File: config.mk
export PLATFORM = sky130hd
export DESIGN_NAME = cola_eventos
export DESIGN_NICKNAME = d
export VERILOG_FILES = /design/src/rtl/cola_eventos.sv
export SDC_FILE = /design/constraint.sdc
export NUM_CORES = 1
export LEC_CHECK = 0
export ABC_CLOCK_PERIOD_IN_PS = 2000
export CAP_MARGIN = 20
export CORE_ASPECT_RATIO = 0.9
export CORE_MARGIN = 2
export CORE_UTILIZATION = 49
export CTS_CLUSTER_DIAMETER = 40
export DETAILED_ROUTE_END_ITERATION = 6
export PLACE_DENSITY = 0.74
export RECOVER_POWER = 25
export SYNTH_ARGS = -nofsm -noshare
export SYNTH_HDL_FRONTEND = slang
export SYNTH_SLANG_ARGS = --single-unit
export TNS_END_PERCENT = 1
File: constraint.sdc
create_clock -name clk -period 2 [get_ports clk]
set_input_delay 0.3 -clock clk [delete_from_list [all_inputs] [get_ports clk]]
set_output_delay 0.3 -clock clk [all_outputs]
set_load 0.01 [all_outputs]
File: src/rtl/cola_eventos.sv
// cola_eventos: event queue between the button/sensor front end and the pet FSM.
// Each of the five toggle-level inputs is synchronised, and every level change
// becomes one event. Events wait in per-source sticky pending flags, then move
// one per cycle, in fixed priority order, into a small FIFO drained by the consumer.
// Optional feature: define EVT_DROP_CNT_EN to build the saturating counter of
// dropped events behind evt_drop_cnt. Without it the output is tied to zero.

module cola_eventos #(
  parameter int DEPTH = 4
) (
  input  logic       clk,
  input  logic       reset,
  input  logic       Senal_test_activado,
  input  logic       Senal_Energia,
  input  logic       Senal_Medicina,
  input  logic       Senal_fot,
  input  logic       Senal_ultrasonido,
  input  logic       evt_ready,
  output logic       evt_valid,
  output logic [2:0] evt_code,
  output logic       modo_test,
  output logic [7:0] evt_drop_cnt
);

  // Pointer width. DEPTH is a power of two, so the pointers wrap on their own.
  localparam int AW = (DEPTH > 1) ? $clog2(DEPTH) : 1;
  // The occupancy counter needs one more bit than the pointers so it can hold DEPTH.
  localparam int CW = AW + 1;
  localparam logic [CW-1:0] FULL_COUNT = CW'(DEPTH);

  // Source bit order is also the priority order. Bit 0 has the highest priority.
  // Bit i carries event code i+1.
  logic [4:0] rawIn;
  assign rawIn = {Senal_ultrasonido, Senal_fot, Senal_Medicina,
                  Senal_Energia, Senal_test_activado};

  logic [4:0]    sync1_q;
  logic [4:0]    sync2_q;
  logic [4:0]    hist_q;
  logic [1:0]    blank_q;
  logic [4:0]    pend_q;
  logic [4:0]    pend_d;
  logic [4:0]    evtDet;
  logic [4:0]    clrSel;
  logic [2:0]    pushCode;
  logic          push;
  logic          pop;
  logic          canWrite;
  logic [2:0]    mem_q [DEPTH];
  logic [AW-1:0] wrPtr_q;
  logic [AW-1:0] rdPtr_q;
  logic [CW-1:0] count_q;

  // Two-flop synchroniser plus history flop. Blank counter holds off edge detection after reset.
  always_ff @(posedge clk or negedge reset) begin
    if (!reset) begin
      sync1_q <= '0;
      sync2_q <= '0;
      hist_q  <= '0;
      blank_q <= 2'd3;
    end else begin
      sync1_q <= rawIn;
      sync2_q <= sync1_q;
      hist_q  <= sync2_q;
      if (blank_q != 2'd0) begin
        blank_q <= blank_q - 2'd1;
      end
    end
  end

  // History reloads during blanking, but edges are masked. A level already high
  // when reset is released therefore looks settled and does not create an event.
  assign evtDet = (blank_q == 2'd0) ? (sync2_q ^ hist_q) : 5'd0;

  assign pop      = (count_q != '0) && evt_ready;
  assign canWrite = (count_q != FULL_COUNT) || pop;

  // Pick the highest-priority pending source. It is written only if the FIFO has room this cycle.
  always_comb begin
    clrSel   = '0;
    pushCode = 3'd0;
    for (int i = 4; i >= 0; i--) begin
      if (pend_q[i]) begin
        clrSel    = '0;
        clrSel[i] = 1'b1;
        pushCode  = 3'(i + 1);
      end
    end
    if (!canWrite) begin
      clrSel   = '0;
      pushCode = 3'd0;
    end
  end

  assign push = |clrSel;

  // A source written this cycle gives up its flag. A fresh edge on it re-arms the flag.
  assign pend_d = (pend_q & ~clrSel) | evtDet;

  // Sticky pending flags, one per source.
  always_ff @(posedge clk or negedge reset) begin
    if (!reset) begin
      pend_q <= '0;
    end else begin
      pend_q <= pend_d;
    end
  end

  // FIFO pointers and occupancy. A push and pop in the same cycle leaves the count unchanged.
  always_ff @(posedge clk or negedge reset) begin
    if (!reset) begin
      wrPtr_q <= '0;
      rdPtr_q <= '0;
      count_q <= '0;
    end else begin
      if (push) begin
        wrPtr_q <= wrPtr_q + AW'(1);
      end
      if (pop) begin
        rdPtr_q <= rdPtr_q + AW'(1);
      end
      unique case ({push, pop})
        2'b10:   count_q <= count_q + CW'(1);
        2'b01:   count_q <= count_q - CW'(1);
        default: count_q <= count_q;
      endcase
    end
  end

  // FIFO storage. Slots are not reset, because an empty FIFO masks evt_code to zero.
  always_ff @(posedge clk) begin
    if (push) begin
      mem_q[wrPtr_q] <= pushCode;
    end
  end

  assign evt_valid = (count_q != '0);
  assign evt_code  = evt_valid ? mem_q[rdPtr_q] : 3'd0;
  assign modo_test = sync2_q[0];

`ifdef EVT_DROP_CNT_EN
  logic [4:0] dropEvt;
  logic [2:0] dropCount;
  logic [8:0] dropSum;
  logic [7:0] dropCnt_q;
  logic [7:0] dropCnt_d;

  // An edge on a source whose flag is still set, and not written this cycle, is lost.
  assign dropEvt = evtDet & pend_q & ~clrSel;

  // Add this cycle's losses to the running total, saturating at 255.
  always_comb begin
    dropCount = 3'd0;
    for (int i = 0; i < 5; i++) begin
      dropCount = dropCount + {2'b00, dropEvt[i]};
    end
    dropSum   = {1'b0, dropCnt_q} + {6'd0, dropCount};
    dropCnt_d = dropSum[8] ? 8'hFF : dropSum[7:0];
  end

  // Dropped-event counter, cleared only by reset.
  always_ff @(posedge clk or negedge reset) begin
    if (!reset) begin
      dropCnt_q <= 8'd0;
    end else begin
      dropCnt_q <= dropCnt_d;
    end
  end

  assign evt_drop_cnt = dropCnt_q;
`else
  assign evt_drop_cnt = 8'd0;
`endif

endmodule

---- Yosys cells after proc, flatten, opt, wreduce, memory -nomap -nowiden ----
Memory sizes are Yosys's and may differ from the RTL's.
Index checks and enable logic that the tools add are counted.
word-level totals
  register bits ........................... 29
  bits in writable memories ............... 12
  bits of input ports ..................... 8
  output and inout bits ................... 13
  memories kept ........................... 1
cells by class
  add/subtract/negate cells ............... 5
  eq/ne operators ......................... 3
  mux-type cells .......................... 17
  bitwise gates (word level) .............. 4
  reductions and logical operators ........ 7
memory list
  memory  depth  width  read ports  clocked after Yosys merged registers in  wr ports  RTL line  source
  mem_q   4      3      1           0                                        1         49        logic [2:0] mem_q [DEPTH];
operators by type and width
  cell                                                                   count
  5-bit two-way mux                                                      7
  3-bit two-way mux                                                      7
  3-bit one-hot mux with 2 select lines                                  1
  5-bit bitwise AND                                                      1
  5-bit inverter                                                         1
  5-bit bitwise OR                                                       1
  5-bit OR reduction                                                     1
  5-bit XOR                                                              1
  2-bit by 1-bit adder with 2-bit output, second input constant          2
  2-bit nonzero test                                                     2
  3-bit by 1-bit adder with 3-bit output, second input constant          1
  3-bit inequality test, second input constant                           1
  3-bit nonzero test                                                     1
  3-bit by 1-bit subtractor with 3-bit output, second input constant     1
  2-bit by 1-bit equality test with 1-bit output, second input constant  1
  2-bit equality test, second input constant                             1
  2-bit zero test                                                        1
  1-bit two-way mux                                                      2
  2-bit by 1-bit subtractor with 2-bit output, second input constant     1
  1-bit logical AND                                                      1
  1-bit logical OR                                                       1

---- Logic depth before layout (Yosys ltp) ----
Gate-level depths: netlist (run 1).
  word-level depth ........................ 9
  depth in mapped cells ................... 9

---- Worst setup path after synthesis (run 1) ----
Ideal clock, no wire load.
  path kind ............................... register -> register
  start ................................... reg count_q[0]
  end ..................................... reg count_q[2]
  arrival time ............................ 1.963 ns
  setup slack ............................. -0.042 ns
  cell stages (with the launch flop) ...... 10
  path buffers ............................ 0
  clock period less this slack ............ 2.042 ns
  path through ............................ dfrtp_1 -> nor4b_4 -> a31oi_4 -> inv_1 -> ha_1 -> inv_1 -> fa_1 -> xor2_1 -> nor2_1 -> xor2_1
on the way
  cells in the longest elaborated chain, start to end .. 7
  elaborated cells between the ends (all ways) .. 12
  those cells by class .................... 2 x add/sub; 3 x eq/ne; 2 x mux; 5 x reduce/logical
RTL lines
  element                                                                                       RTL line  source
  from (decl)                                                                                   52        logic [CW-1:0] count_q;
  from (signal assigned)                                                                        123       2'b10: count_q <= count_q + CW'(1);
  from (signal assigned)                                                                        124       2'b01: count_q <= count_q - CW'(1);
  from (signal assigned)                                                                        125       default: count_q <= count_q;
  3-bit nonzero test                                                                            75        assign pop = (count_q != '0) && evt_ready;
  1-bit logical AND                                                                             75
  1-bit logical OR                                                                              76        assign canWrite = (count_q != FULL_COUNT) || pop;
  5-bit two-way mux                                                                             89        if (!canWrite) begin
  5-bit OR reduction                                                                            95        assign push = |clrSel;
  2-bit by 1-bit equality test with 1-bit output / 2-bit equality test (equally long branches)  122       unique case ({push, pop})
  3-bit one-hot mux with 2 select lines / 2-bit nonzero test (equally long branches)            n/a
Parallel ways exist; a longest one is shown, timed or not.
A chain may end at the register's enable or synchronous reset.

---- Final worst setup path (run 1) ----
Same ends and word-level chain as after synthesis.

==> summary.md, run 1 <==
| Metric | Value |
|---|---|
| Ys async rst share | 70.73% |
| Crit path capture type | register |
| HP Class | reg2reg |
| Top-area cell type share of the netlist area | 39.24% |
| Reg-to-reg endpoint | count_q[2] |
| Via/cell ratio | 4.749 |
| Die area | 4004 µm² |
| Synth Register Bits | 41 |
| Peak supply drop | 553.9 µV |
| Synth top area cells | dfrtp_1 39%, edfxtp_1 21%, ha_1 4.4% |
| Worst-Skew Late Latency | approximately 280 ps |
| Worst-margin pin slew | 684.5 ps |
| Clock Sink Count | 41 |
| Slew Viols, Final | 0 |
| Clock skew | 6.400 ps |
| Final Instance Area | 2064 µm² |
| CTS tree | done |
| Die Wd | 66.48 µm |
| Worst R2R Path Depth | 10 |
| Period utilization | 102.0% |
| Worst setup margin | -39.08 ps |
| Netlist cell types | 32 |
| Initial core utilization | 50.96% |
| FF-to-FF Start | count_q[0] |
| Post-synth EDFFs | 12 |
| Vias in the first global route | 878 |
| Rel. slew slack | 54.37% |
| CTS Buffer Depth | 2 |
| CP required | 2210 ps |
| Status | complete, but fails checks |
| Crit path time final | 2039 ps |
| Worst-path clk slew | 70 ps |
| Worst hold path startpoint | sync1_q[2] |
| Cells after synthesis | 119 |
| Critical path data arrival time | 2240 ps |
| Highest clock rate | roughly 500 MHz |
| Hold Buf Count CTS | 0 |
| Starting DRT DRC Count | 20 |
| Leakage | 0.8785 nW |
| Worst-path fanout max | 3 |
| Rows | 20 |
| Setup Crit Path Kind | reg2reg |
| R2r setup slk | -40 ps |
| Post-place setup slack | -326.3 ps |
| Setup crit end | count_q[2] |
| CP Launch Type | register |
| Drc violations | 0 |
| Hold depth | 0 |
| Antenna Cells | 0 |
| DP HPWL | around 1700 µm |
| YS warnings | 0 |
| Power Dens Cells | 1299 nW/µm² |
| Via count | 907 |
| Worst-case hold slack | 349.6 ps |
| Core Footprint | between 3000 and 4000 µm² |
| Initial DRT Pass Iterations | 4 |
| First-pass GRT wire length | 3891 µm |
| Largest net degree at the start of global routing | 30 |
| Root buffer cell | clkbuf_8 |
| H-tree levels | 2 |
| Finish-stage setup viols | 1 |
| # port buffers | 12 |
| CTS Buf Count | 5 |
| Routability cong. | about 0.75 |
| Failing checks | negative setup slack |
| Total track usage | between 10% and 20% |
| Ports | 21 |
| Netlist Area Pre-Place | 1722 µm² |
| Area growth, synth to finish | 19.91% |
| RSZ-0062 raised after global routing | yes |
| Worst Setup SP | count_q[0] |
| Ys flop type | dfrtp_1 |
| Die Y | 60.24 µm |
| Final setup TNS | -39.08 ps |
| Layout cells sized above 1 | between 20 and 25% |
| DR WL/cell | 12.29 µm |
| Area post-placement | 1907 µm² |
| Antenna Nets Post-Route | 0 |
| Overall routed net length | 2348 µm |
| Initial antenna violation count | 0 |
| Nets@finish | 161 |
| Avg Inst Size Synth | approximately 14 µm² |
| Fin. Hold Viols | 0 |
| Yosys top cell by area | dfrtp_1 |
| Global route total overflow | 0 |
| Sequential share of the synthesized area | 63.23% |
| Max_cap viols | 0 |
==> kinds of logic after synthesis <==
kind of cell	count (synthesis)	synth area share (%)
AND/OR/NAND/NOR	23	8.212
buffers and inverters	20	6.250
multiplexers	5	5.377
adder cells (fa/ha/maj)	7	5.523
AO/OA/AOI/OAI	10	5.088
XOR/XNOR	12	6.105
flip-flops	41	63.23
other	1	0.2178
==> routing by layer <==
metal | vias to the layer above | global-route usage (%) | share of wire [%]
met5 | - | 0 | 0
met4 | 0 | 6.122 | 1.9
met3 | 5 | 5.650 | 4.3
met2 | 18 | 23.57 | 54
met1 | 451 | 15.25 | 40
li1 | 433 | - | -
==> final cells by class <==
| type | instances | area (µm²) |
|---|---|---|
| Clock buffer | 8 | 111.4 |
| Fill cell | 260 | 1314 |
| Inverter | 9 | 33.78 |
| Multi-Input combinational cell | 65 | 566.8 |
| Sequential cell | 41 | 1091 |
| Tap cell | 44 | 55.05 |
| Timing Repair Buffer | 24 | 206.4 |
==> stage by stage <==
step | power, mW | cells | utilization, %
after CTS | 2.690 | 189 | 60.33
final | 2.681 | 191 | 61.11
after global routing | 2.861 | 191 | 61.11
after global placement | 2.011 | 178 | 56.44
after detailed placement | 2.055 | 178 | 56.44
after floorplan | 1.773 | 126 | -
==> power breakdown <==
group	total [mW]	switching [mW]	internal (mW)
sequential	1.23	0.129	1.10
clock	0.614	0.258	0.356
combinational	0.837	0.366	0.471
total	2.68	0.752	1.93
==> worst min path at each step <==
| stage | endpoint | slack, ps |
|---|---|---|
| 6_report | sync2_q[2] | 350 |
| 5_1_grt | sync2_q[0] | 360 |
| 4_1_cts | sync2_q[2] | 360 |
| 3_5_place_dp | sync2_q[2] | 340 |
| 3_3_place_gp | sync2_q[2] | 330 |
| 2_1_floorplan | count_q[0] | 4 |
==> cells in the final DEF, fill, tap and decap left out, types with 2 or more instances in the layout <==
master / count
mux4_2: 3
dlygate4sd2_1: 4
clkdlybuf4s50_1: 2
buf_4: 10
a22o_1: 2
inv_2: 2
inv_1: 7
nor2_1: 4
conb_1: 8
dfrtp_1: 25
xor2_1: 8
ha_1: 5
dfstp_2: 2
edfxtp_1: 12
o21ai_0: 2
nand2_1: 5
clkbuf_8: 6
xnor2_1: 4
dfrtp_2: 2
dlygate4sd3_1: 6
and2_1: 8
==> synthesized netlist by cell type (2+ instances only) <==
cell / n
dfrtp_1: 27
edfxtp_1: 12
inv_1: 9
and2_1: 8
buf_4: 8
xor2_1: 8
ha_1: 6
nand2_1: 5
nor2_1: 4
xnor2_1: 4
mux4_2: 3
a22o_1: 2
buf_2: 2
dfstp_2: 2
o21ai_0: 2
==> critical path, cell delays in order (launching register included) <==
cell	delay, ps
dfrtp_2	420
buf_6	120
nor4b_4	340
a31oi_4	60
inv_2	80
ha_4	130
inv_2	40
fa_2	320
xor2_1	150
nor2_1	130
xor2_1	160
==> flip-flops by register name, indices dropped and copies added (netlist names) <==
signal,count
mem_q,12
hist_q,5
sync1_q,5
count_q,3
pend_q,5
wrPtr_q,2
rdPtr_q,2
blank_q,2
sync2_q,5
==> repair_timing <==
item,in CTS,in global routing
cloned,0,0
endpoints found under the setup margin,5,5
pin swaps,0,2
endpoints found under the hold margin,0,0
buffers inserted,3,2
gates resized for setup,6,4
Note: power is estimated with default switching activity, not from simulation.
==> run 2, diff against run 1 <==
SKIP_LAST_GASP = 1   (was unset)
==> summary.md, run 2 (synthesis gave the netlist of run 1 again) <==
| Metric | Value |
|---|---|
| Finish-stage setup viols | 3 (+2) |
| Via count | 894 (-1.4%) |
| Fin. Hold Viols | 0 (unchanged) |
| Most frequent cells in the layout | 25 x dfrtp_1, 12 x edfxtp_1, 9 x inv_1, 9 x buf_4 |
| Via/cell ratio | 4.730 (-0.39%) |
| Starting DRT DRC Count | 23 (+15%) |
| Total track usage | 13.82% (unchanged) |
| RSZ-0062 raised after global routing | yes |
| Max_cap viols | 0 (unchanged) |
| Critical path data arrival time | 1850 ps (-390 ps) |
| CTS Buf Count | 5 (unchanged) |
| Area growth, synth to finish | 18.60% |
| Fillers | 263 (+1.2%) |
| Setup crit end | evt_code[0] |
| Clock skew | 6.139 ps (-0.2608 ps) |
| Antenna Nets Post-Route | 0 (unchanged) |
| # port buffers | 12 (unchanged) |
| Reg-to-reg endpoint | count_q[2] |
| Slew Viols, Final | 0 (unchanged) |
| Crit path capture type | output port |
| DR WL/cell | 12.03 µm (-2.2%) |
| Crit path time final | 2155 ps (+115.7 ps) |
| Status | complete, but fails checks |
| Initial core utilization | 50.96% (unchanged) |
| CP required | 1700 ps (-510 ps) |
| Total power | 2.673 mW (-0.29%) |
| Worst-path clk slew | 70 ps (about the same) |
| Leakage | 0.8772 nW (-0.15%) |
| Root buffer cell | clkbuf_8 |
| Worst-path fanout max | 5 (+2) |
| R2r setup slk | -70 ps (-30 ps) |
| Rel. slew slack | 54.68% (+0.31 points) |
| Layout cells sized above 1 | 22.07% (-2.4 points) |
| First-pass GRT wire length | 3891 µm (unchanged) |
| CTS Buffer Depth | 2 (unchanged) |
| Most common cell after layout, fill and taps aside | dfrtp_1 |
| H-tree levels | 2 (unchanged) |
| Die Y | 60.24 µm (unchanged) |
| Hold Buf Count CTS | 0 (unchanged) |
| Antenna Cells | 0 (unchanged) |
| Worst setup margin | -154.8 ps (-115.7 ps) |
| Highest clock rate | 464.1 MHz (-5.4%) |
| Global route total overflow | 0 (unchanged) |
| Vias in the first global route | 878 (unchanged) |
| HP Class | reg2reg |
| Peak supply drop | 572.7 µV (+3.4%) |
| DP HPWL | 1668 µm (unchanged) |
| Kind of cell adding the most delay to the critical path | buffers and inverters |
| Reg with most FFs | mem_q |
| Routability cong. | 0.7545 (unchanged) |
| Clock Sink Count | 41 (unchanged) |
| Nets@finish | 159 (-1.2%) |
| Initial DRT Pass Iterations | 3 (-1) |
| Max FFs per register | 12 (unchanged) |
| Period utilization | 107.7% (+5.8 points) |
| Die area | 4004 µm² (unchanged) |
| Worst path depth | 4 (-6) |
| FF-to-FF Start | count_q[0] |
| Setup Crit Path Kind | reg2out |
| Largest net degree at the start of global routing | 30 (unchanged) |
| Final setup TNS | -256.7 ps (-217.6 ps) |
| CP Cell Sequence | or3_1 -> buf_4 -> and2_1 -> clkdlybuf4s50_1 |
| Post-place setup slack | -326.3 ps (unchanged) |
| Worst-margin pin slew | 679.8 ps (-4.655 ps) |
| Drc violations | 0 (unchanged) |
| Failing checks | negative setup slack |
| Ports | 21 (unchanged) |
| Rows | 20 (unchanged) |
| Core Footprint | 3378 µm² (unchanged) |
| Worst Setup SP | count_q[1] |
| Die Wd | 66.48 µm (unchanged) |
| CP Launch Type | register |
| Max stage delay cell, worst path | clkdlybuf4s50_1 |
| CTS tree | done |
| Power Dens Cells | 1309 nW/µm² (+0.81%) |
| WP buf/inv | 2 (-1) |
| Worst R2R Path Depth | 10 (unchanged) |
| Overall routed net length | 2273 µm (-3.2%) |
| Initial antenna violation count | 0 (unchanged) |
| Worst-case hold slack | 349.6 ps (+0.004000 ps) |
| CP max stage delay | 470 ps (+50 ps) |
| Worst-Skew Late Latency | 280 ps (about the same) |
## run 2: worst min path at each step
stage / from / endpoint / cells past startpoint
3_3_place_gp: sync1_q[2] / sync2_q[2] / 0
5_1_grt: sync1_q[0] / sync2_q[0] / 0
6_report: sync1_q[2] / sync2_q[2] / 0
2_1_floorplan: reset / count_q[0] / 0
4_1_cts: sync1_q[2] / sync2_q[2] / 0
3_5_place_dp: sync1_q[2] / sync2_q[2] / 0
## run 2: metal layers
layer  up-vias  wire length, µm  global-route usage, %
met3         6              105                  5.650
met5         -                0                      0
met1       442              903                  15.25
met4         0               38                  6.122
met2        18             1225                  23.57
li1        428                -                      -
## run 2: worst register-to-register path, cell delays in order, from the launching register on
cell	delay, ps
dfrtp_2	410
buf_4	140
nor4b_4	290
a31oi_4	50
inv_1	80
ha_2	180
inv_1	50
fa_2	330
xor2_1	150
nor2_1	140
xor2_1	170
## run 2: report_power, final
group / switching, mW / leakage [nW] / internal, mW / total, mW
registers: 0.126 / 0.438 / 1.10 / 1.23
clock network: 0.256 / 0.0566 / 0.356 / 0.612
logic: 0.357 / 0.383 / 0.476 / 0.833
total: 0.740 / 0.877 / 1.93 / 2.67
## run 2: repair_timing
item | in CTS | in global routing
endpoints found under the setup margin | 5 | 6
gates resized for setup | 3 | 1
buffers inserted | 3 | 0
## run 2: through the flow
step	instances	util, %	area (µm²)
6_report	189	60.44	2042
5_1_grt	189	60.44	2042
4_1_cts	189	60.44	2042
3_5_place_dp	178	56.44	1907
3_3_place_gp	178	56.44	1907
2_1_floorplan	126	-	1753
## run 2: area by class of cell
| class | instances | area [µm²] | share of cell area [%] |
|---|---|---|---|
| Clock buffer | 8 | 111.4 | 5.453 |
| Timing Repair Buffer | 22 | 193.9 | 9.498 |
| Inverter | 9 | 33.78 | 1.654 |
| Sequential cell | 41 | 1091 | 53.43 |
| Multi-Input combinational cell | 65 | 556.8 | 27.27 |
| Tap cell | 44 | 55.05 | 2.696 |
